## src/rtl/score_display_pkg.sv

```systemverilog
// Shared types and active-low seven-segment glyph constants for score_display.
package score_display_pkg;

  typedef enum logic [1:0] {
    IDLE,
    CONV,
    COMMIT
  } state_t;

  // Segment order within a glyph is {g,f,e,d,c,b,a}, active low.
  localparam logic [6:0] SEG_BLANK = 7'h7F;
  localparam logic [6:0] SEG_DASH  = 7'h3F;

  localparam logic [6:0] GLYPH_0 = 7'h40;
  localparam logic [6:0] GLYPH_1 = 7'h79;
  localparam logic [6:0] GLYPH_2 = 7'h24;
  localparam logic [6:0] GLYPH_3 = 7'h30;
  localparam logic [6:0] GLYPH_4 = 7'h19;
  localparam logic [6:0] GLYPH_5 = 7'h12;
  localparam logic [6:0] GLYPH_6 = 7'h02;
  localparam logic [6:0] GLYPH_7 = 7'h78;
  localparam logic [6:0] GLYPH_8 = 7'h00;
  localparam logic [6:0] GLYPH_9 = 7'h10;
  localparam logic [6:0] GLYPH_A = 7'h08;
  localparam logic [6:0] GLYPH_B = 7'h03;
  localparam logic [6:0] GLYPH_C = 7'h46;
  localparam logic [6:0] GLYPH_D = 7'h21;
  localparam logic [6:0] GLYPH_E = 7'h06;
  localparam logic [6:0] GLYPH_F = 7'h0E;

  function automatic logic [6:0] glyph7(input logic [3:0] nib);
    logic [6:0] g;
    case (nib)
      4'h0:    g = GLYPH_0;
      4'h1:    g = GLYPH_1;
      4'h2:    g = GLYPH_2;
      4'h3:    g = GLYPH_3;
      4'h4:    g = GLYPH_4;
      4'h5:    g = GLYPH_5;
      4'h6:    g = GLYPH_6;
      4'h7:    g = GLYPH_7;
      4'h8:    g = GLYPH_8;
      4'h9:    g = GLYPH_9;
      4'hA:    g = GLYPH_A;
      4'hB:    g = GLYPH_B;
      4'hC:    g = GLYPH_C;
      4'hD:    g = GLYPH_D;
      4'hE:    g = GLYPH_E;
      default: g = GLYPH_F;
    endcase
    return g;
  endfunction

endpackage

```

## src/rtl/score_display_seg7_glyph.sv

```systemverilog
// seg7_glyph: combinational nibble to active-low {g,f,e,d,c,b,a} encoder.
module seg7_glyph
  import score_display_pkg::*;
(
  input  logic [3:0] i_nibble,
  output logic [6:0] o_seg
);

  assign o_seg = glyph7(i_nibble);

endmodule

```

## src/rtl/score_display.sv

```systemverilog
// score_display: binary score to registered seven-segment digits via double dabble.
// Optional build macro SCORE_DISPLAY_LZB_EN enables leading-zero blanking in decimal mode.
module score_display
  import score_display_pkg::*;
#(
  parameter int VALUE_W    = 20,
  parameter int NUM_DIGITS = 6
) (
  input  logic                    Clk,
  input  logic                    Reset_n,
  input  logic                    load,
  input  logic [VALUE_W-1:0]      value,
  input  logic                    hex_mode,
  output logic                    busy,
  output logic                    done,
  output logic                    overflow,
  output logic [8*NUM_DIGITS-1:0] seg
);

  localparam int BCD_W = 4 * NUM_DIGITS;
  localparam int CNT_W = (VALUE_W > 1) ? $clog2(VALUE_W) : 1;

  state_t                    r_state;
  logic [CNT_W-1:0]          r_cnt;
  logic [BCD_W-1:0]          r_bcd;
  logic [VALUE_W-1:0]        r_bin;
  logic                      r_hexMode;
  logic                      r_ovf;
  logic [8*NUM_DIGITS-1:0]   r_seg;
  logic                      r_overflow;
  logic                      r_done;

  logic [BCD_W-1:0]          w_adj;
  logic [BCD_W-1:0]          w_valExt;
  logic                      w_hexOvf;
  logic                      w_ovfNow;
  logic [BCD_W-1:0]          w_nib;
  logic [7*NUM_DIGITS-1:0]   w_glyph;
  logic [NUM_DIGITS-1:0]     w_blank;
  logic [8*NUM_DIGITS-1:0]   w_segNext;

  // Hex view of the captured value: zero-extend, or flag bits beyond the display.
  if (VALUE_W > BCD_W) begin : g_wide
    assign w_valExt = r_bin[BCD_W-1:0];
    assign w_hexOvf = |r_bin[VALUE_W-1:BCD_W];
  end else begin : g_narrow
    assign w_valExt = BCD_W'(r_bin);
    assign w_hexOvf = 1'b0;
  end

  always_comb begin
    w_adj = '0;
    for (int i = 0; i < NUM_DIGITS; i++) begin
      if (r_bcd[4*i +: 4] >= 4'd5) begin
        w_adj[4*i +: 4] = r_bcd[4*i +: 4] + 4'd3;
      end else begin
        w_adj[4*i +: 4] = r_bcd[4*i +: 4];
      end
    end
  end

  assign w_nib    = r_hexMode ? w_valExt : r_bcd;
  assign w_ovfNow = r_hexMode ? w_hexOvf : r_ovf;

  for (genvar g = 0; g < NUM_DIGITS; g++) begin : g_digit
    seg7_glyph u_glyph (
      .i_nibble (w_nib[4*g +: 4]),
      .o_seg    (w_glyph[7*g +: 7])
    );
  end

`ifdef SCORE_DISPLAY_LZB_EN
  // A digit is blanked only if it and every digit above it are zero; digit 0 always shows.
  always_comb begin
    logic v_allZero;
    v_allZero = 1'b1;
    w_blank   = '0;
    for (int i = NUM_DIGITS - 1; i >= 1; i--) begin
      v_allZero  = v_allZero && (r_bcd[4*i +: 4] == 4'd0);
      w_blank[i] = v_allZero && !r_hexMode;
    end
  end
`else
  assign w_blank = '0;
`endif

  always_comb begin
    w_segNext = '0;
    for (int i = 0; i < NUM_DIGITS; i++) begin
      if (w_ovfNow) begin
        w_segNext[8*i +: 8] = {1'b1, SEG_DASH};
      end else if (w_blank[i]) begin
        w_segNext[8*i +: 8] = {1'b1, SEG_BLANK};
      end else begin
        w_segNext[8*i +: 8] = {1'b1, w_glyph[7*i +: 7]};
      end
    end
  end

  // The top BCD bit after the add-3 step is what gets shifted out; any 1 there is overflow.
  always_ff @(posedge Clk) begin
    if (!Reset_n) begin
      r_state    <= IDLE;
      r_cnt      <= '0;
      r_bcd      <= '0;
      r_bin      <= '0;
      r_hexMode  <= 1'b0;
      r_ovf      <= 1'b0;
      r_seg      <= {NUM_DIGITS{8'hFF}};
      r_overflow <= 1'b0;
      r_done     <= 1'b0;
    end else begin
      r_done <= 1'b0;
      case (r_state)
        IDLE: begin
          if (load) begin
            r_bin     <= value;
            r_hexMode <= hex_mode;
            r_bcd     <= '0;
            r_ovf     <= 1'b0;
            r_cnt     <= '0;
            r_state   <= hex_mode ? COMMIT : CONV;
          end
        end
        CONV: begin
          r_bcd <= {w_adj[BCD_W-2:0], r_bin[VALUE_W-1]};
          r_bin <= {r_bin[VALUE_W-2:0], 1'b0};
          if (w_adj[BCD_W-1]) begin
            r_ovf <= 1'b1;
          end
          if (r_cnt == CNT_W'(VALUE_W - 1)) begin
            r_state <= COMMIT;
          end else begin
            r_cnt <= r_cnt + CNT_W'(1);
          end
        end
        COMMIT: begin
          r_seg      <= w_segNext;
          r_overflow <= w_ovfNow;
          r_done     <= 1'b1;
          r_state    <= IDLE;
        end
        default: r_state <= IDLE;
      endcase
    end
  end

  assign busy     = (r_state != IDLE);
  assign done     = r_done;
  assign overflow = r_overflow;
  assign seg      = r_seg;

endmodule
```

## config.mk

```make
export PLATFORM = sky130hd
export DESIGN_NAME = score_display
export DESIGN_NICKNAME = d
export VERILOG_FILES = /design/src/rtl/score_display_pkg.sv /design/src/rtl/score_display_seg7_glyph.sv /design/src/rtl/score_display.sv
export SDC_FILE = /design/constraint.sdc
export NUM_CORES = 1
export LEC_CHECK = 0
export ABC_AREA = 1
export CAP_MARGIN = 10
export CORE_MARGIN = 5
export CORE_UTILIZATION = 35
export CTS_CLUSTER_DIAMETER = 120
export DETAILED_ROUTE_END_ITERATION = 8
export PLACE_DENSITY_LB_ADDON = 0.12
export SLEW_MARGIN = 10
export SYNTH_ARGS = -nofsm -noshare
export SYNTH_HDL_FRONTEND = slang
export SYNTH_SLANG_ARGS = --single-unit
```

## constraint.sdc

```tcl
create_clock -name Clk -period 3.69 [get_ports Clk]
set_clock_uncertainty 0.15 [all_clocks]
set_input_delay 0.738 -clock Clk [delete_from_list [all_inputs] [get_ports Clk]]
set_output_delay 0.738 -clock Clk [all_outputs]
set_load 0.05 [all_outputs]
```

==> flow_summary_export.csv <==
group,metric,value,unit
sta,period_needed,2579,ps
min_path,hp-class,"flip-flop to flip-flop",
die,start_util,0.3572,
cells_and_area,area.sequential,1942,um2
grt,grt_pass1_wl,27.68,mm
grt,grt.total_usage,0.1647,
route,drtAntennaViolNets,0,
placed_design,place_congestion,0.8352,
clocking,clock_path_buffers,2,
power,finalPower,0.002903,W
sta,fin_setup_tns,0,ps
sta,finalSetupViolations,0,
cells_and_area,area_growth,18.95,%
sta,finalHoldViolCount,0,
power,power_frac_seq,0.402,
status,status,"complete, no violations",
grt,grt_pass1_vias,5412,
die,die_h,143.1,um
clocking,clock-sinks,97,
power,powerDensity,393.6,nW/um2
synthesis,ys_ff_latch,97,
route,drcViolationCount,0,
cells_and_area,nets,1090,
synthesis,netlist_area,6200,um2
power,power.share.clock,0.340,
flow_run,cap_violations,0,
power,cellInternalPower,0.001921,W
cells_and_area,multiInputGateArea,3752,um2
placed_design,io_buffers,68,
sta,clock.fmax,387.7,MHz
route,post_drt_wl_per_cell,13.54,um
power,irDropWorstVdd,0.0002181,V
cells_and_area,drive_gt1_frac,0.04897,
sta,fin_crit_sh,0.6989,
power,p_switching,0.0009814,W
die,coreArea,17360,um2
clocking,ctsResizeCount,0,
synthesis,synth.avg_cell_area,6.425,um2
grt,grt_antenna_before_repair,0,
sta,tightest_slew,737.4,ps
die,dieWidth,143.1,um
route,avgViaCountPerCell,4.967,
sta,maxSlewHeadroom,0.5077,
cells_and_area,n_fill_cell,1895,
die,die-area,20470,um2
worst_setup_path,worstSetupStartpointType,"flip-flop",
power,swShare,0.3381,
clocking,clk_pin_slew_worst_paths,70,ps
clocking,htreeDepth,3,
route,drt_iter0_drc,493,
worst_setup_path,critical_path_class,"flip-flop to output pin",
sta,rsz0062_at_grt,"no",
power,combPwrFrac,0.257,
synthesis,seq_area_frac_synth,0.3132,
clocking,cts_inserted_buffers,9,
clocking,cts_root_buf,"clkbuf_16",
cells_and_area,n_antenna_cell,0,
route,routed_wl,16.87,mm
worst_setup_path,cp_data_arrival_time,1690,ps
route,drtPass1Iterations,5,
power,leakagePower,3.202,nW
grt,grt-ovfl-total,0,
worst_setup_path,required,2800,ps
grt,grt_max_degree,64,
die,io_pins,75,
route,detailroute.via_count,6189,
sta,slew_viol_final,0,
clocking,cts_tree,"done",
worst_setup_path,critPathMaxFanout,4,
clocking,holdBufCountCts,0,
worst_setup_path,endpoint_kind,"output pin",
synthesis,syn_inst,965,
die,rows,48,
synthesis,synth.distinct_cells,25,
placed_design,dp_hpwl,12.25,mm
clocking,clk_latency,350,ps
synthesis,ys_warn_count,0,
clocking,post_cts_buffers,0,
[worst paths after layout]
path | from | to | slack [ps] | cells past startpoint
max reg2reg | r_hexMode | seg[34] | 1130 | 7
min | seg[6] | seg[6] | 320 | 2
max | r_state[0] | busy | 1110 | 3
min reg2reg | seg[6] | seg[6] | 320 | 2
[Yosys cell counts]
library cell | n | area share
a211oi_1 | 1 | 0.0012
a21oi_1 | 100 | 0.081
buf_1 | 3 | 0.0018
buf_2 | 13 | 0.010
buf_4 | 8 | 0.0097
clkbuf_1 | 21 | 0.013
conb_1 | 1 | 0.00060
dfxtp_1 | 97 | 0.31
ha_1 | 50 | 0.10
inv_1 | 74 | 0.045
inv_2 | 9 | 0.0054
nand2_1 | 319 | 0.19
nand2_2 | 4 | 0.0040
nand3_1 | 116 | 0.094
nand4_1 | 15 | 0.015
nor2_1 | 30 | 0.018
nor2_2 | 2 | 0.0020
nor2_4 | 1 | 0.0018
nor3_1 | 2 | 0.0016
o211ai_1 | 14 | 0.017
o21ai_0 | 70 | 0.057
o21ai_1 | 9 | 0.0073
o21ai_2 | 4 | 0.0057
or2_2 | 1 | 0.0010
xor2_1 | 1 | 0.0014
[flip-flops by register name, indices dropped and copies added, names as in the netlist]
register,cells
seg,42
r_ovf,1
done,1
r_state,2
r_hexMode,1
r_bcd,24
r_bin,20
r_cnt,5
overflow,1
[critical path, cell delays in order (launching register included)]
cell,delay (ps)
dfxtp_1,390
inv_1,90
nand2_1,60
clkdlybuf4s50_1,790
[placed cells by master, fill, tap and decap left out, drive strengths merged]
cell type / instances
a211oi: 1
clkinv: 3
nand4: 15
a21oi: 100
inv: 83
o211ai: 14
buf: 12
clkbuf: 11
o21ai: 83
nor3: 2
dfxtp: 97
conb: 6
xor2: 1
nor2: 33
bufinv: 1
nand2: 323
or2: 1
nand3: 116
ha: 50
clkdlybuf4s50: 68
clkinvlp: 1
[logic make-up after synthesis]
group | count (synthesis) | synth area share
fa+ha+maj | 50 | 0.1009
xor+xnor | 1 | 0.001413
simple gates | 490 | 0.3306
flops | 97 | 0.3132
compound gates | 198 | 0.1683
buf+inv | 128 | 0.08497
other cells | 1 | 0.0006049
[per-layer routing]
layer,vias up,part of all wire,global-route usage
met4,0,0.014,0.05103
met1,2744,0.54,0.2584
met5,-,0,0
li1,3267,-,-
met3,20,0.049,0.02244
met2,158,0.40,0.2297
[stage by stage]
| stage | instances | hold WS, ps | util | setup slack [ps] | instance area, um2 |
|---|---|---|---|---|---|
| 2_1_floorplan | 970 | 278.3 | - | 1754 | 6218 |
| 3_3_place_gp | 1230 | 301.7 | 0.4066 | 1087 | 7058 |
| 6_report | 1246 | 315.7 | 0.4249 | 1111 | 7375 |
| 3_5_place_dp | 1230 | 303.7 | 0.4066 | 1082 | 7058 |
| 4_1_cts | 1246 | 320.0 | 0.4249 | 1098 | 7375 |
| 5_1_grt | 1246 | 342.4 | 0.4249 | 831.9 | 7375 |
[power by group through the flow]
stage	sequential (W)	combinational (W)	clock (W)
3_3_place_gp	0.00119	0.000751	0
6_report	0.00117	0.000747	0.000988
5_1_grt	0.00118	0.000825	0.00106
3_5_place_dp	0.00119	0.000748	0
4_1_cts	0.00117	0.000750	0.00102
2_1_floorplan	0.00133	0.000386	0
[area by class of cell]
type / instances / area share
clock buffer: 11 / 0.03427
clock inverter: 5 / 0.008653
inverter: 83 / 0.04225
multi-input combinational: 745 / 0.5088
sequential: 97 / 0.2633
tap: 225 / 0.03817
timing repair buffer: 80 / 0.1045
No activity file was read; power rests on OpenSTA's default activity.
